## src/rtl/burst_scheduler_if.sv

```systemverilog
// Burst handshake between the scheduler (master) and the memory arbitrator (slave).
interface burst_scheduler_if #(
    parameter int NUM_CHANNELS = 8,
    parameter int BURST_LEN    = 16
);
    localparam int CW = $clog2(NUM_CHANNELS);
    localparam int LW = $clog2(BURST_LEN) + 1;

    logic          burst_req;
    logic [CW-1:0] burst_chan;
    logic [LW-1:0] burst_len;
    logic          burst_ack;
    logic          burst_done;

    modport master (
        output burst_req,
        output burst_chan,
        output burst_len,
        input  burst_ack,
        input  burst_done
    );

    modport slave (
        input  burst_req,
        input  burst_chan,
        input  burst_len,
        output burst_ack,
        output burst_done
    );
endinterface

```

## src/rtl/burst_scheduler.sv

```systemverilog
// Round-robin burst scheduler: grants one FIFO channel at a time a burst of up to
// BURST_LEN bytes over a req/ack/done handshake and keeps per-channel byte counts.
module burst_scheduler #(
    parameter int NUM_CHANNELS = 8,
    parameter int LEVEL_WIDTH  = 12,
    parameter int BURST_LEN    = 16,
    parameter int COUNT_WIDTH  = 32
) (
    input  logic                                clk,
    input  logic                                reset,
    input  logic                                enable,
    input  logic [NUM_CHANNELS*LEVEL_WIDTH-1:0] chan_level,
    input  logic [NUM_CHANNELS-1:0]             chan_flush,
    input  logic [NUM_CHANNELS-1:0]             count_clear,
    burst_scheduler_if.master                   bus,
    output logic [NUM_CHANNELS*COUNT_WIDTH-1:0] byte_count,
    output logic                                busy
);
    localparam int CW = $clog2(NUM_CHANNELS);
    localparam int LW = $clog2(BURST_LEN) + 1;

    typedef enum logic [1:0] {
        IDLE     = 2'd0,
        REQUEST  = 2'd1,
        ACTIVE   = 2'd2,
        COMPLETE = 2'd3
    } state_t;

    state_t state, next_state;

    logic [CW-1:0]          last_grant;
    logic [CW-1:0]          chan_q;
    logic [LW-1:0]          len_q;
    logic                   req_q;
    logic [COUNT_WIDTH-1:0] count_q [NUM_CHANNELS];

    logic                   eligible  [NUM_CHANNELS];
    logic [LW-1:0]          grant_len [NUM_CHANNELS];
    logic                   found;
    logic [CW-1:0]          win_chan;
    logic [LW-1:0]          win_len;
    int                     idx;

    function automatic logic [LW-1:0] clip_len(input logic [LEVEL_WIDTH-1:0] level);
        if (level >= LEVEL_WIDTH'(BURST_LEN))
            return LW'(BURST_LEN);
        else
            return level[LW-1:0];
    endfunction

    for (genvar k = 0; k < NUM_CHANNELS; k++) begin : g_chan
        logic [LEVEL_WIDTH-1:0] lvl;
        assign lvl          = chan_level[k*LEVEL_WIDTH +: LEVEL_WIDTH];
        assign eligible[k]  = (lvl >= LEVEL_WIDTH'(BURST_LEN)) || (chan_flush[k] && (lvl != '0));
        assign grant_len[k] = clip_len(lvl);
        assign byte_count[k*COUNT_WIDTH +: COUNT_WIDTH] = count_q[k];
    end

    // Search starts one past the last granted channel and wraps once.
    always_comb begin
        found    = 1'b0;
        win_chan = '0;
        win_len  = '0;
        idx      = 0;
        for (int i = 0; i < NUM_CHANNELS; i++) begin
            idx = int'(last_grant) + 1 + i;
            if (idx >= NUM_CHANNELS)
                idx = idx - NUM_CHANNELS;
            if (!found && eligible[idx]) begin
                found    = 1'b1;
                win_chan = CW'(idx);
                win_len  = grant_len[idx];
            end
        end
    end

    always_comb begin
        next_state = state;
        case (state)
            IDLE:     if (enable && found) next_state = REQUEST;
            REQUEST:  if (bus.burst_ack) next_state = bus.burst_done ? COMPLETE : ACTIVE;
            ACTIVE:   if (bus.burst_done) next_state = COMPLETE;
            COMPLETE: next_state = IDLE;
            default:  next_state = IDLE;
        endcase
    end

    always_ff @(posedge clk or posedge reset) begin
        if (reset)
            state <= IDLE;
        else
            state <= next_state;
    end

    // Outputs are registered from next_state so they line up with the state register.
    always_ff @(posedge clk or posedge reset) begin
        if (reset) begin
            req_q      <= 1'b0;
            busy       <= 1'b0;
            chan_q     <= '0;
            len_q      <= '0;
            last_grant <= CW'(NUM_CHANNELS - 1);
        end else begin
            req_q <= (next_state == REQUEST);
            busy  <= (next_state != IDLE);
            if (state == IDLE && next_state == REQUEST) begin
                chan_q <= win_chan;
                len_q  <= win_len;
            end
            if (state == COMPLETE)
                last_grant <= chan_q;
        end
    end

    // A clear in the same cycle as the COMPLETE increment discards that burst's bytes.
    always_ff @(posedge clk or posedge reset) begin
        if (reset) begin
            for (int k = 0; k < NUM_CHANNELS; k++)
                count_q[k] <= '0;
        end else begin
            for (int k = 0; k < NUM_CHANNELS; k++) begin
                if (count_clear[k])
                    count_q[k] <= '0;
                else if (state == COMPLETE && chan_q == CW'(k))
                    count_q[k] <= count_q[k] + COUNT_WIDTH'(len_q);
            end
        end
    end

    assign bus.burst_req  = req_q;
    assign bus.burst_chan = chan_q;
    assign bus.burst_len  = len_q;
endmodule

```

## src/flat_wrapper.sv

```systemverilog
// flat-port wrapper written by rule: the top's interface ports become plain ports
module burst_scheduler_flat 
#(
    parameter int NUM_CHANNELS = 8,
    parameter int LEVEL_WIDTH  = 12,
    parameter int BURST_LEN    = 16,
    parameter int COUNT_WIDTH  = 32
)
  (clk, reset, enable, chan_level, chan_flush, count_clear, byte_count, busy, bus_burst_req, bus_burst_chan, bus_burst_len, bus_burst_ack, bus_burst_done);
  burst_scheduler_if #(.NUM_CHANNELS(NUM_CHANNELS), .BURST_LEN(BURST_LEN)) bus_i ();
  input  logic clk;
  input  logic reset;
  input  logic enable;
  input  logic [NUM_CHANNELS*LEVEL_WIDTH-1:0] chan_level;
  input  logic [NUM_CHANNELS-1:0] chan_flush;
  input  logic [NUM_CHANNELS-1:0] count_clear;
  output logic [NUM_CHANNELS*COUNT_WIDTH-1:0] byte_count;
  output logic busy;
  output wire logic [$bits(bus_i.burst_req)-1:0] bus_burst_req;
  output wire logic [$bits(bus_i.burst_chan)-1:0] bus_burst_chan;
  output wire logic [$bits(bus_i.burst_len)-1:0] bus_burst_len;
  input wire logic [$bits(bus_i.burst_ack)-1:0] bus_burst_ack;
  input wire logic [$bits(bus_i.burst_done)-1:0] bus_burst_done;
  assign bus_burst_req = bus_i.burst_req;
  assign bus_burst_chan = bus_i.burst_chan;
  assign bus_burst_len = bus_i.burst_len;
  assign bus_i.burst_ack = bus_burst_ack;
  assign bus_i.burst_done = bus_burst_done;
  burst_scheduler #(.NUM_CHANNELS(NUM_CHANNELS), .LEVEL_WIDTH(LEVEL_WIDTH), .BURST_LEN(BURST_LEN), .COUNT_WIDTH(COUNT_WIDTH)) u_core (.clk(clk), .reset(reset), .enable(enable), .chan_level(chan_level), .chan_flush(chan_flush), .count_clear(count_clear), .bus(bus_i), .byte_count(byte_count), .busy(busy));
endmodule
```

## config.mk

```make
export PLATFORM = sky130hd
export DESIGN_NAME = burst_scheduler_flat
export DESIGN_NICKNAME = d
export VERILOG_FILES = /design/src/rtl/burst_scheduler_if.sv /design/src/rtl/burst_scheduler.sv /design/src/flat_wrapper.sv
export SDC_FILE = /design/constraint.sdc
export NUM_CORES = 1
export LEC_CHECK = 0
export CORE_UTILIZATION = 45
export CTS_CLUSTER_DIAMETER = 100
export DETAILED_ROUTE_END_ITERATION = 8
export GPL_ROUTABILITY_DRIVEN = 1
export GPL_TIMING_DRIVEN = 0
export PLACE_DENSITY = 0.78
export SETUP_SLACK_MARGIN = 0.3
export SLEW_MARGIN = 25
export SYNTH_ARGS = -nofsm -noshare
export SYNTH_HDL_FRONTEND = slang
export SYNTH_SLANG_ARGS = --single-unit
```

## constraint.sdc

```tcl
create_clock -name clk -period 10.9 [get_ports clk]
set_input_delay 2.18 -clock clk [delete_from_list [all_inputs] [get_ports clk]]
set_output_delay 2.18 -clock clk [all_outputs]
set_load 0.05 [all_outputs]
```

==> metrics.yaml <==
status:
  status: "completed"
layout:
  drive_gt1_frac: 0.05991
  mostFrequentLayoutCell: "clkdlybuf4s50_1"
  fillers: 3075
  final_cell_mix: "clkdlybuf4s50_1 (377), nor2_1 (276), dfrtp_1 (267), nand2_1 (144), xor2_1 (117)"
  areaGrowthSynthToFinish_pct: 32.67
  utilization: 0.6060
  final_nets: 2365
clock_network:
  max-clock-path-buffers: 3
  post_cts_resized: 0
  clock_latency_ns: 0.56
  clk_pin_slew_ns: 0.06
  post_cts_buffers: 0
  cts_root_buf: "clkbuf_16"
  cts_tree: "done"
  ctsHoldBuffers: 0
  h-tree-depth: 1
  cts_made_buffers: 31
  cts_sinks: 271
sta:
  max_freq_ghz: 0.1838
  fin_crit_sh: 0.4992
  tightestPinTransition_ns: 0.9023
  setup_ws_ns: 5.459
  min_period_ns: 5.441
  whs_ns: 0.5444
  hold_viol_final: 0
  drv_slew: 0
  slew-limit-headroom: 0.3938
  rsz0062_at_grt: "false"
  setup_viol: 0
  finClkSkew_ns: 0.01229
logic_synthesis:
  avgSynthCellArea_um2: 9.346
  synth_nets: 1952
  syn_inst: 1785
  yosys_warnings: 0
  synth_area_leader_cell: "dfrtp_1"
  yosysUniqueCellTypes: 82
  ys.flop_type: "dfrtp_1"
  synthDominantCellAreaShare: 0.4020
  synthTopCellsByArea: "dfrtp_1 (40%), nor2_1 (6.2%), xor2_1 (6.1%)"
  netlist_area_um2: 16680
  synth_edf_count: 0
  seq_area_frac_synth: 0.4067
  synth-seq-cells: 271
  ys_async_sr_fraction: 1.000
job:
  max-cap-violations: 0
grt:
  grt_usage: 0.2591
  grt_antenna_before_repair: 1
  grt_max_degree: 94
  grt_pass1_vias: 15020
  grt_pass1_wl_mm: 80.05
  overflow: 0
route:
  ant_nets: 0
  num_vias: 15280
  dr.max_layer_used: "met4"
  wl_met1_mm: 20.84
  drc: 0
  firstDrtPassIters: 5
  vias_per_cell: 5.681
  met2RoutedLength_mm: 24.77
  wl_per_cell_um: 18.64
  drt-total-wl_mm: 50.13
  wl_met3_mm: 2.802
  drt_iter0_markers: 1050
place:
  gp_congestion: 0.9216
  hpwl_mm: 38.21
  port_buffers: 377
  dp_slack_ns: 4.950
critical_path:
  rr_worst_depth: 10
  timing.rr.start: "u_core.last_grant[0]$_DFFE_PP1P_"
  crit_slowest_cell: "o41ai_1"
  critPathMaxStageDelay_ns: 0.74
  crit_arrival_ns: 5.88
  cp.required_ns: 11.34
  cp_num_buf_inv: 1
  end_kind: "register"
  cp-start-kind: "primary input"
  path_class: "in2reg"
  ff2ff_setup_slack_ns: 6.48
  cp_top_family: "simple AND/OR/NAND/NOR gates"
  worst-path-max-fanout: 10
  reg2reg_to: "u_core.bus.burst_len[2]$_DFFE_PP0P_"
  path_cells: "clkdlybuf4s50_1 > o41ai_1 > nor4b_2 > nor2_1 > a2bb2oi_2 > nand4_4 > or4_4 > or3_1 > a41o_1"
hold_path:
  min_from: "u_core.byte_count[0]$_DFFE_PP0P_"
  hold_path.class: "reg2reg"
  hold_depth: 1
  hold_end: "u_core.byte_count[0]$_DFFE_PP0P_"
power_and_ir_drop:
  power_w: 0.003384
  cellPowerDensity_nw_per_um2: 152.9
  leakagePower_nw: 9.142
  peakVddDrop_mv: 0.1161
floorplanning:
  die_x_um: 194.5
  io_pins: 383
  core_area_um2: 36520
  start_util: 0.4568
  die_h_um: 194.5
  die-area_um2: 37850
  fp-row-count: 70
sequential cells by signal, summed over array words and instances, names as in the netlist:
name and flops:
u_core.last_grant 3, u_core.bus.burst_req 1, u_core.byte_count 256, u_core.state 2, u_core.bus.burst_chan 3, u_core.busy 1
u_core.bus.burst_len 5
layout make-up:
| class | instances | area [µm²] | share of cell area |
|---|---|---|---|
| inverters | 41 | 161.4 | 0.007293 |
| clock buffers | 43 | 880.8 | 0.03980 |
| well taps | 468 | 585.6 | 0.02646 |
| flip-flops and latches | 271 | 6787 | 0.3066 |
| repair buffers | 380 | 3836 | 0.1733 |
| clock inverters | 12 | 96.34 | 0.004353 |
| multi-input cells | 1410 | 9533 | 0.4307 |
| diodes | 1 | 2.502 | 0.0001131 |
| plain buffers | 63 | 250.2 | 0.01131 |
where the power goes:
part | internal (W) | switching, W
combinational | 0.000481 | 0.000812
clock | 0.000584 | 0.000422
sequential | 0.00104 | 0.0000493
worst max-delay path by stage:
stage	from	to	depth (start not counted)
6_report	chan_level[73]	u_core.bus.burst_len[2]$_DFFE_PP0P_	9
2_1_floorplan	reset	u_core.bus.burst_chan[0]$_DFFE_PP0P_	1
5_1_grt	chan_level[73]	u_core.bus.burst_len[0]$_DFFE_PP0P_	11
4_1_cts	chan_level[73]	u_core.bus.burst_len[2]$_DFFE_PP0P_	9
3_5_place_dp	chan_level[73]	u_core.bus.burst_len[2]$_DFFE_PP0P_	9
3_3_place_gp	reset	u_core.byte_count[43]$_DFFE_PP0P_	2
cell families (layout without fill, tap and decap cells):
group,Yosys count,count (layout),synth area share
flip-flops,271,271,0.4067
multiplexers,82,82,0.06458
XOR/XNOR,207,207,0.1115
adder cells (fa/ha/maj),50,50,0.04110
AO/OA/AOI/OAI,307,307,0.1251
other,0,1,0
buffers and inverters,104,539,0.02423
AND/OR/NAND/NOR,764,764,0.2267
per-layer routing:
metal | vias up | track usage
li1 | 7209 | -
met1 | 7402 | 0.3264
met2 | 559 | 0.4555
met3 | 105 | 0.03227
met4 | 0 | 0.09259
met5 | - | 0
stage by stage:
stage	area [µm²]	TNS (ns)	instances
2_1_floorplan	16680	0	1785
3_3_place_gp	21040	-602.09	2630
3_5_place_dp	21150	0	2633
4_1_cts	22130	0	2688
5_1_grt	22130	0	2689
6_report	22130	0	2689
synth_stat cells (8+ instances only):
library cell and n:
nor3_1 37, mux4_2 19, nand4_1 29, mux2i_1 59, a22o_1 44, xor2_1 117, clkbuf_1 46, nand2_1 144
and4_1 14, nor4_1 19, a21oi_1 94, fa_1 8, o21ai_0 58, nand3_1 77, and3_1 50, nor2b_1 10
buf_1 8, nor2_1 276, a211oi_1 11, ha_1 42, inv_1 40, a221o_1 8, a21o_1 16, and2_1 8
xnor2_1 87, or3_1 50, dfrtp_1 268, nand2b_1 8, or2_2 8, o21bai_1 10, or4_4 8
Power figures use the tool's default switching activity.
